[config.mk]
export PLATFORM = sky130hd
export DESIGN_NAME = uart_rx_ctrl
export DESIGN_NICKNAME = d
export VERILOG_FILES = /design/src/rtl/uart_pkg.sv /design/src/rtl/uart_rx_fifo.sv /design/src/rtl/uart_rx_ctrl.sv
export SDC_FILE = /design/constraint.sdc
export NUM_CORES = 1
export LEC_CHECK = 0
export CORE_MARGIN = 3
export CORE_UTILIZATION = 46
export DETAILED_ROUTE_END_ITERATION = 16
export GPL_ROUTABILITY_DRIVEN = 0
export PLACE_DENSITY = 0.74
export SETUP_SLACK_MARGIN = 0.3
export SLEW_MARGIN = 0
export SYNTH_ARGS = -nofsm -noshare
export SYNTH_HDL_FRONTEND = slang
export SYNTH_HIERARCHICAL = 1
export SYNTH_SLANG_ARGS = --single-unit
[constraint.sdc]
create_clock -name clock -period 7 [get_ports clock]
set_input_delay 0.7 -clock clock [delete_from_list [all_inputs] [get_ports clock]]
set_output_delay 0.7 -clock clock [all_outputs]
set_load 0.02 [all_outputs]
[src/rtl/uart_pkg.sv]
// uart_pkg: shared types and constants for the UART receive path.
// Provides the receive FSM state type, framing constants and a divider clamp helper.
package uart_pkg;

   typedef enum logic [2:0] {
      IDLE   = 3'd0,
      START  = 3'd1,
      DATA   = 3'd2,
      PARITY = 3'd3,
      STOP   = 3'd4
   } rx_state_t;

   localparam int MIN_DIV   = 4;
   localparam int DATA_BITS = 8;

   // Dividers below MIN_DIV leave no room for a mid-bit sample point.
   function automatic logic [15:0] eff_div(input logic [15:0] d);
      return (d < 16'(MIN_DIV)) ? 16'(MIN_DIV) : d;
   endfunction

endpackage

[src/rtl/uart_rx_fifo.sv]
// uart_rx_fifo: synchronous byte FIFO with a registered head output.
// Ports: clock, resetb (async low), push/wdata, pop, rdata (head), full, empty.
module uart_rx_fifo
#(
   parameter int DEPTH = 4
) (
   input  logic       clock,
   input  logic       resetb,
   input  logic       push,
   input  logic [7:0] wdata,
   input  logic       pop,
   output logic [7:0] rdata,
   output logic       full,
   output logic       empty
);

   localparam int AW = $clog2(DEPTH);

   logic [7:0]    mem [DEPTH];
   logic [AW-1:0] wp;
   logic [AW-1:0] rp;
   logic [AW-1:0] rp_nxt;
   logic [AW:0]   cnt;
   logic          do_push;
   logic          do_pop;

   assign empty   = (cnt == '0);
   assign full    = (cnt == (AW+1)'(DEPTH));
   assign do_pop  = pop & ~empty;
   // A pop frees the slot in the same cycle, so a full FIFO can still accept.
   assign do_push = push & (~full | do_pop);
   assign rp_nxt  = do_pop ? rp + AW'(1) : rp;

   always_ff @(posedge clock or negedge resetb) begin
      if (!resetb) begin
         wp    <= '0;
         rp    <= '0;
         cnt   <= '0;
         rdata <= '0;
      end else begin
         if (do_push)
            wp <= wp + AW'(1);
         rp  <= rp_nxt;
         cnt <= cnt + (AW+1)'(do_push) - (AW+1)'(do_pop);
         // Head register: bypass the write when the new byte becomes the head.
         if (do_push | do_pop)
            rdata <= (do_push && rp_nxt == wp) ? wdata : mem[rp_nxt];
      end
   end

   always_ff @(posedge clock) begin
      if (do_push)
         mem[wp] <= wdata;
   end

endmodule

[src/rtl/uart_rx_ctrl.sv]
// uart_rx_ctrl: UART receiver (8N1, or 8E1 with UART_RX_PARITY_EN) with FIFO, sticky errors, irq.
// Ports: clock, resetb, rx, clk_div, rx_data/rx_valid/rx_ready pop port, frame_err, parity_err, overrun, err_clear, irq.
module uart_rx_ctrl
   import uart_pkg::*;
#(
   parameter int DEPTH = 4
) (
   input  logic        clock,
   input  logic        resetb,
   input  logic        rx,
   input  logic [15:0] clk_div,
   output logic [7:0]  rx_data,
   output logic        rx_valid,
   input  logic        rx_ready,
   output logic        frame_err,
   output logic        parity_err,
   output logic        overrun,
   input  logic        err_clear,
   output logic        irq
);

   rx_state_t   state;
   logic        rx_s1;
   logic        rxs;
   logic        rxs_d;
   logic [15:0] div_in;
   logic [15:0] div_q;
   logic [15:0] cnt;
   logic [2:0]  bit_idx;
   logic [7:0]  shreg;
   logic        par_bad;
   logic        push_q;
   logic        ferr_q;
   logic        ovr;
   logic        full;
   logic        empty;
   logic        tick;
   logic        fall;
`ifdef UART_RX_PARITY_EN
   logic        perr_q;
`endif

   assign div_in = eff_div(clk_div);
   assign tick   = (cnt == '0);
   assign fall   = rxs_d & ~rxs;

   always_ff @(posedge clock or negedge resetb) begin
      if (!resetb) begin
         rx_s1 <= 1'b1;
         rxs   <= 1'b1;
         rxs_d <= 1'b1;
      end else begin
         rx_s1 <= rx;
         rxs   <= rx_s1;
         rxs_d <= rxs;
      end
   end

   always_ff @(posedge clock or negedge resetb) begin
      if (!resetb) begin
         state   <= IDLE;
         div_q   <= 16'(MIN_DIV);
         cnt     <= '0;
         bit_idx <= '0;
         shreg   <= '0;
         par_bad <= 1'b0;
         push_q  <= 1'b0;
         ferr_q  <= 1'b0;
`ifdef UART_RX_PARITY_EN
         perr_q  <= 1'b0;
`endif
      end else begin
         push_q <= 1'b0;
         ferr_q <= 1'b0;
`ifdef UART_RX_PARITY_EN
         perr_q <= 1'b0;
`endif
         if (!tick)
            cnt <= cnt - 16'd1;
         unique case (state)
            IDLE: begin
               if (fall) begin
                  div_q <= div_in;
                  cnt   <= (div_in >> 1) - 16'd1;
                  state <= START;
               end
            end
            START: begin
               if (tick) begin
                  if (rxs) begin
                     state <= IDLE;
                  end else begin
                     cnt     <= div_q - 16'd1;
                     bit_idx <= '0;
                     par_bad <= 1'b0;
                     state   <= DATA;
                  end
               end
            end
            DATA: begin
               if (tick) begin
                  shreg   <= {rxs, shreg[7:1]};
                  cnt     <= div_q - 16'd1;
                  bit_idx <= bit_idx + 3'd1;
                  if (bit_idx == 3'(DATA_BITS - 1))
`ifdef UART_RX_PARITY_EN
                     state <= PARITY;
`else
                     state <= STOP;
`endif
               end
            end
`ifdef UART_RX_PARITY_EN
            PARITY: begin
               if (tick) begin
                  par_bad <= rxs ^ (^shreg);
                  cnt     <= div_q - 16'd1;
                  state   <= STOP;
               end
            end
`endif
            STOP: begin
               // Outcome is registered; FIFO and flags act one clock later.
               if (tick) begin
                  state  <= IDLE;
                  ferr_q <= ~rxs;
                  push_q <= rxs & ~par_bad;
`ifdef UART_RX_PARITY_EN
                  perr_q <= rxs & par_bad;
`endif
               end
            end
            default: state <= IDLE;
         endcase
      end
   end

   // Full with a simultaneous pop still accepts, so only a non-popping full drops.
   assign ovr = push_q & full & ~rx_ready;

   always_ff @(posedge clock or negedge resetb) begin
      if (!resetb) begin
         frame_err <= 1'b0;
         overrun   <= 1'b0;
      end else begin
         frame_err <= ferr_q | (frame_err & ~err_clear);
         overrun   <= ovr | (overrun & ~err_clear);
      end
   end

`ifdef UART_RX_PARITY_EN
   always_ff @(posedge clock or negedge resetb) begin
      if (!resetb)
         parity_err <= 1'b0;
      else
         parity_err <= perr_q | (parity_err & ~err_clear);
   end
`else
   assign parity_err = 1'b0;
`endif

   uart_rx_fifo #(
      .DEPTH (DEPTH)
   ) u_fifo (
      .clock  (clock),
      .resetb (resetb),
      .push   (push_q),
      .wdata  (shreg),
      .pop    (rx_ready),
      .rdata  (rx_data),
      .full   (full),
      .empty  (empty)
   );

   assign rx_valid = ~empty;
   assign irq      = rx_valid | frame_err | parity_err | overrun;

endmodule
# After elaboration in Yosys (flattened, before gate mapping)
# Memory sizes are Yosys's and may differ from the RTL's. A register that Yosys moved wholly into a read port is not among the register bits.
# Index checks and enable logic that the tools add are counted.
# classes
bitwise_logic	18
muxes	25
n_reduce_logical	9
order_cmp	1
n_eq_ne	11
addsub	8
# op_table
op	n
2-to-1 mux 16 bit	6
one-hot mux 16 bit (3 select lines)	1
subtractor 16 x 1 -> 16 bit (second input constant)	2
2-to-1 mux 3 bit	8
zero test 16 bit	1
< comparator 16 x 3 -> 1 bit (second input constant)	1
subtractor 15 x 1 -> 16 bit (second input constant)	1
!= test 2 bit (second input constant)	6
one-hot mux 3 bit (4 select lines)	1
equality test 3 bit (second input constant)	3
bitwise AND 1 bit	7
zero test 3 bit	2
2-to-1 mux 1 bit	6
OR 1 bit	6
one-hot mux 3 bit (2 select lines)	1
inverter 1 bit	5
AND reduction 5 bit	1
adder 2 x 1 -> 2 bit (second input constant)	2
2-to-1 mux 2 bit	2
AND reduction 2 bit	2
AND reduction 4 bit	1
adder 3 x 1 -> 3 bit	1
adder 3 x 1 -> 3 bit (second input constant)	1
equality test 3 x 1 -> 1 bit (second input constant)	1
4 further kinds	4
# word_totals
inputBits	21
regBits	60
mem_count	1
ram_bits	32
# memory_table
memory	words	width	rd	rd_clocked_by_memory_dff	wr	line	rtl
u_fifo.mem	4	8	1	1	1	uart_rx_fifo.sv:19	logic [7:0] mem [DEPTH];

# Logic depth before layout (Yosys ltp)
# Gate-level depths: netlist (run 1).
# depth
word_depth	7
ltp_mapped	11
ltp_nobuf	10

# Hierarchy
# Netlist (run 1), hierarchy kept.
# by_module_without_submodules
module	cells_per_inst	n_inst	area_per_inst_um2	seq_area_each_um2
uart_rx_ctrl	341	1	3209.3	1331.3
uart_rx_fifo	178	1	2386.0	1336.3

# Worst setup path after synthesis (run 1)
# No wires, ideal clock.
# synth_path
path_kind	input port to flip-flop
start	input clk_div[9]
end	register, netlist name cnt[14]
arrival_time_ns	2.856
path_buffers	1
required_ns	6.869
setup_time_ns	0.131
cell_stages	11
setup_slack_ns	4.013
cell_sequence	nor4_4 -> and4b_1 -> buf_6 -> nand2_1 -> nand2_1 -> ha_1 -> nor4b_1 -> nand4_1 -> xor2_1 -> nor2_1 -> or3_1
# synth_lines
item	line	rtl
start, declared	uart_rx_ctrl.sv:11	input logic [15:0] clk_div,

==> results.txt, run 1 <==
status: complete, no violations
hold path depth: 0
syn avg cell area: 10.8 um^2
final wirelength: 11200 um
Post-CTS Setup Bufs: 0
Hold EP: rxs
Synth warnings: 6
register bit total from synthesis: 100
P_int: 1.35 mW
CP max-delay cell: nor4b_1
io pins: 34
Switch Pwr: 0.794 mW
vias in the first global route: 3897
global-route usage over all layers: 17.8%
first-pass GRT wire length: 19100 um
layout cell share with drive strength beyond 1: 11.1%
most frequent cells in the layout: 64 x dfrtp_1, 61 x nand2_1, 32 x nor2_1, 32 x edfxtp_1, 31 x clkdlybuf4s50_1
area delta synth->final: 10.0%
Worst-path clk slew: 0.07 ns
Hold Fails Final Rpt: 0
cell count after synthesis: 519
slew margin rel.: 23.8%
Hold Crit Class: reg -> reg
r2r setup slk: 4.01 ns
Antenna Nets Post-Route: 0
most common cell after layout, fill and taps aside: dfrtp_1
CTS max path bufs: 2
delay-heaviest family, CP: simple AND/OR/NAND/NOR gates
highest clock rate: 265 MHz
combinational power share: 34.0%
end of the worst register-to-register path: cnt[14]
fraction of registers with async set/reset: 68.0%
post-synthesis sequential area ratio: 47.7%
Sw Ratio: 37.1%
clock power share: 22.1%
WP buf/inv: 1
CP Capture Type: register
Final setup viols: 0
Post-CTS Hold Fix Bufs: 0
vias post-DR: 4063
Critical Path Fanout Max: 8
Final Net Count: 569
Flop pwr share: 43.8%
Worst-Margin Slew: 1.14 ns
LEAKAGE: 2.43 nW
wire per inst: 16.4 um
CTS resizes: 0
Arr. time, crit path: 4.00 ns
initial antenna violation count: 0
Post-synth EDFFs: 32
worst path cell trace: clkdlybuf4s50_1, nor4_4, and4b_1, nand2_1, nand2_1, ha_1, nor4b_1, nand4_1, xor2_1, nor2_1, or3_1
global route total overflow: 0
Die ar.: 13500 um^2
core area: 11700 um^2
CTS H-tree depth: 3
Peak VDD IR: 0.143 mV
CTS sink cnt: 100
Hold Crit Start: rx_s1
Die X: 116 um
Inserted Diodes: 0
Mapped Nets: 553
post-layout minimum cycle time: 3.78 ns
Worst path max stage delay: 0.65 ns
CTS tree: yes
power per cell area: 348 nW/um^2
RSZ-0062 raised after global routing: false
clk_lat worst skew: 0.35 ns
PnR worst setup slack: 3.22 ns
Critical Path RT: 7.22 ns
Worst R2R Start: cnt[0]
DR vias/cell: 5.95
Worst Setup SP: clk_div[7]
IO buf count: 32
Clock Skews: 0.00872 ns
First-pass DRT Iterations: 5
largest net degree at the start of global routing: 69
DR iter-0 viols: 451
total CTS buffers: 9
Max-cap violations: 0
Tcrit/Tclk final: 54.0%
total negative slack: 0 ns
Yosys cell types: 75
Tot Pwr: 2.14 mW
r2r worst-path depth: 7
CP startpoint kind: input port
row cnt: 39
Setup CP Type: in -> reg
Max Slew Vio Count: 0
Post-DP HPWL: 8050 um
Starting Density: 48.0%
pre-CTS WS: 2.93 ns
root buf cell: clkbuf_16
post-synthesis cell area: 5600 um^2
most used cell, CP: nand2_1
drt drc: 0
ys flop type: dfrtp_1
die height: 116 um
## stage by stage
step                cell area (um^2)  hold WS, ns  std cells  util, %
finish                          6150        0.357        683     52.8
global route                    6150        0.364        683     52.8
CTS                             6150        0.357        683     52.8
detailed placement              5870        0.347        667     50.4
global placement                5870        0.350        667     50.4
floorplan                       5600        0.345        519        -
## routing by layer
metal	global-route usage [%]	share of wire, %	vias to the layer above
met4	6.19	1.9	0
met5	0	0	-
met3	3.99	4.4	18
li1	-	-	1950
met1	23.1	45	1979
met2	29.3	49	116
## worst max path at each step
stage	end	slack, ns	cells after the start
2_1_floorplan	cnt[14]	4.01	11
3_3_place_gp	cnt[14]	3.11	11
3_5_place_dp	cnt[14]	2.93	11
4_1_cts	cnt[14]	3.28	11
5_1_grt	cnt[14]	2.93	11
6_report	cnt[14]	3.22	11
## worst reg2reg max path, delay by kind of cell, from the launching register on
family	cells	cell delay, ns
AND/OR/NAND/NOR	4	1.90
flip-flops	1	0.44
AO/OA/AOI/OAI	1	0.31
adder cells (fa/ha/maj)	1	0.17
buffers and inverters	1	0.11
## cells in the mapped netlist, types with 7 or more instances
| cell type | instances | area [um^2] |
|---|---|---|
| a21oi_1 | 14 | 70.1 |
| a221o_1 | 8 | 80.1 |
| a22oi_1 | 7 | 52.6 |
| and2_1 | 11 | 68.8 |
| buf_6 | 7 | 78.8 |
| dfrtp_1 | 64 | 1600 |
| edfxtp_1 | 32 | 961 |
| ha_1 | 12 | 150 |
| inv_1 | 13 | 48.8 |
| mux2_2 | 17 | 191 |
| nand2_1 | 61 | 229 |
| nand3b_1 | 9 | 67.6 |
| nor2_1 | 32 | 120 |
| nor3_1 | 25 | 125 |
| nor3b_1 | 7 | 52.6 |
| nor4_1 | 8 | 50.1 |
| o21ai_0 | 14 | 70.1 |
| o221ai_1 | 12 | 105 |
| o31ai_1 | 12 | 90.1 |
| or3_1 | 13 | 81.3 |
| or4_1 | 7 | 52.6 |
| xnor2_1 | 24 | 210 |
| xor2_1 | 10 | 87.6 |
## power by group through the flow
stage	logic [mW]	clock network, mW	registers, mW
2_1_floorplan	0.615	0	0.887
3_3_place_gp	0.704	0	0.936
3_5_place_dp	0.726	0	0.948
4_1_cts	0.730	0.488	0.935
5_1_grt	0.805	0.512	0.964
6_report	0.728	0.474	0.939
## registers in the layout (all words and copies together) (netlist names), 2 cells and up
signal / count
bit_idx: 3
state: 3
shreg: 8
u_fifo/mem: 32
u_fifo/wp: 2
div_q: 16
u_fifo/rp: 2
u_fifo/cnt: 3
cnt: 16
u_fifo/rdata: 8
## cell families (layout without fill, tap and decap cells)
| kind of cell | count (synthesis) | after routing | synth area share (%) |
|---|---|---|---|
| XOR/XNOR | 34 | 34 | 5.32 |
| AO/OA/AOI/OAI | 99 | 99 | 14.0 |
| multiplexers | 20 | 20 | 4.05 |
| flip-flops | 100 | 100 | 47.7 |
| AND/OR/NAND/NOR | 210 | 210 | 20.8 |
| other | 1 | 1 | 0.0670 |
| adder cells (fa/ha/maj) | 13 | 13 | 3.04 |
| buffers and inverters | 42 | 63 | 5.03 |
## area by class of cell
cell class / count / area (um^2)
clock buffer: 10 / 229
timing repair buffer: 33 / 323
inverter: 14 / 57.6
multi-input combinational: 377 / 2650
clock inverter: 6 / 52.6
sequential: 100 / 2670
fill: 1029 / 5510
tap: 143 / 179
(Power assumes the default switching activity.)
==> inputs of run 2 (changes only) <==
Clock period 7 ns to 3.52 ns, I/O delays scaled along.
==> results.txt, run 2 (synthesis results as in run 1) <==
io pins: 34
Critical Path Fanout Max: 6
initial antenna violation count: 0
Tot Pwr: 4.31 mW
Max-cap violations: 0
global-route usage over all layers: 18.2%
Die ar.: 13500 um^2
root buf cell: clkbuf_16
Top Registers: u_fifo/mem: 32 flops, cnt: 16 flops, div_q: 16 flops
highest clock rate: 346 MHz
Switch Pwr: 1.62 mW
vias post-DR: 4048
final wirelength: 11600 um
Worst-Margin Slew: 1.02 ns
first-pass GRT wire length: 19400 um
drt drc: 0
r2r setup slk: 0.90 ns
Critical Path RT: 3.75 ns
vias in the first global route: 3973
CP Capture Type: register
max reg flops: 32
CTS resizes: 0
Post-DP HPWL: 8260 um
P_int: 2.69 mW
worst path cell trace: clkdlybuf4s50_1, nor4_4, and4b_1, nand2_1, nand2_1, ha_1, nor4b_1, nand4_1, xor2_1, nor2_1, or3_1
total CTS buffers: 9
CP startpoint kind: input port
Worst-path clk slew: 0.07 ns
Flop pwr share: 43.5%
most common cell after layout, fill and taps aside: dfrtp_1
Post-CTS Setup Bufs: 0
largest net degree at the start of global routing: 69
Die X: 116 um
First-pass DRT Iterations: 5
Worst path max stage delay: 0.53 ns
LEAKAGE: 2.47 nW
Inserted Diodes: 0
CTS max path bufs: 2
Final setup viols: 0
most frequent cells in the layout: 64 x dfrtp_1, 61 x nand2_1, 32 x nor2_1, 32 x edfxtp_1, 31 x clkdlybuf4s50_1
Hold Fails Final Rpt: 0
row cnt: 39
fill count: 1021
Sequential Area: 2670 um^2
combinational power share: 33.7%
most used cell, CP: nand2_1
area delta synth->final: 11.0%
layout cell share with drive strength beyond 1: 12.5%
Arr. time, crit path: 3.12 ns
CTS sink cnt: 100
Final Net Count: 575
wire per inst: 16.8 um
Peak VDD IR: 0.307 mV
Sw Ratio: 37.6%
end of the worst register-to-register path: cnt[14]
die height: 116 um
Setup CP Type: in -> reg
clk_lat worst skew: 0.35 ns
slew margin rel.: 31.8%
total negative slack: 0 ns
r2r worst-path depth: 7
DR iter-0 viols: 258
Tcrit/Tclk final: 82.0%
CTS tree: yes
global route total overflow: 0
core area: 11700 um^2
RSZ-0062 raised after global routing: false
Antenna Nets Post-Route: 0
delay-heaviest family, CP: simple AND/OR/NAND/NOR gates
Starting Density: 48.0%
Post-CTS Hold Fix Bufs: 0
Max Slew Vio Count: 0
area of the multi-input gates: 2650 um^2
Hold Crit Class: in -> async
CP max-delay cell: clkdlybuf4s50_1
Biggest register: u_fifo/mem
Worst R2R Start: cnt[0]
DR vias/cell: 5.88
IO buf count: 32
status: complete, no violations
post-layout minimum cycle time: 2.89 ns
Clock Skews: 0.00565 ns
clock power share: 22.8%
CTS H-tree depth: 3
WP buf/inv: 1
power per cell area: 694 nW/um^2
run 2: power groups by stage:
stage / Combinational (mW) / Clock (mW) / Sequential, mW
final: 1.45 / 0.981 / 1.87
after global routing: 1.60 / 1.06 / 1.93
after CTS: 1.46 / 1.01 / 1.86
after detailed placement: 1.45 / 0 / 1.89
after global placement: 1.41 / 0 / 1.86
after floorplan: 1.22 / 0 / 1.76
run 2: final cells by class:
class / instances / area share, %
clock buffers: 9 / 3.63
inverters: 14 / 0.927
well taps: 143 / 2.88
flip-flops and latches: 100 / 42.9
repair buffers: 39 / 5.92
multi-input cells: 377 / 42.6
clock inverters: 7 / 1.09
run 2: worst register-to-register path, stage by stage, from the launching register on:
cell,delay [ns]
dfrtp_1,0.44
inv_1,0.12
ha_1,0.17
nor4b_1,0.42
nand4_1,0.26
a21oi_2,0.56
a21oi_1,0.14
or3_1,0.39
run 2: worst max-delay path by stage:
stage	startpoint	to	slack (ns)	cells after the start
2_1_floorplan	clk_div[9]	cnt[14]	0.88	11
3_3_place_gp	clk_div[7]	cnt[14]	0.39	11
3_5_place_dp	clk_div[7]	cnt[14]	0.28	11
4_1_cts	clk_div[7]	cnt[14]	0.63	11
5_1_grt	clk_div[7]	cnt[14]	0.38	11
6_report	clk_div[7]	cnt[14]	0.63	11
run 2: layer usage:
metal	global-route usage [%]	vias up	share of wire [%]
met5	0	-	0
met4	6.19	0	1.5
met3	4.40	13	4.7
met2	30.8	109	50
met1	22.8	1969	44
li1	-	1957	-
run 2: through the flow:
stage / hold slack, ns / util (%) / setup slack (ns) / area (um^2) / cells
after floorplan: 0.0564 / - / 0.881 / 5600 / 519
after global placement: 0.348 / 50.7 / 0.388 / 5920 / 673
after detailed placement: 0.347 / 50.7 / 0.282 / 5920 / 673
after CTS: 0.231 / 53.3 / 0.631 / 6210 / 689
after global routing: 0.268 / 53.3 / 0.377 / 6210 / 689
final: 0.197 / 53.3 / 0.632 / 6210 / 689
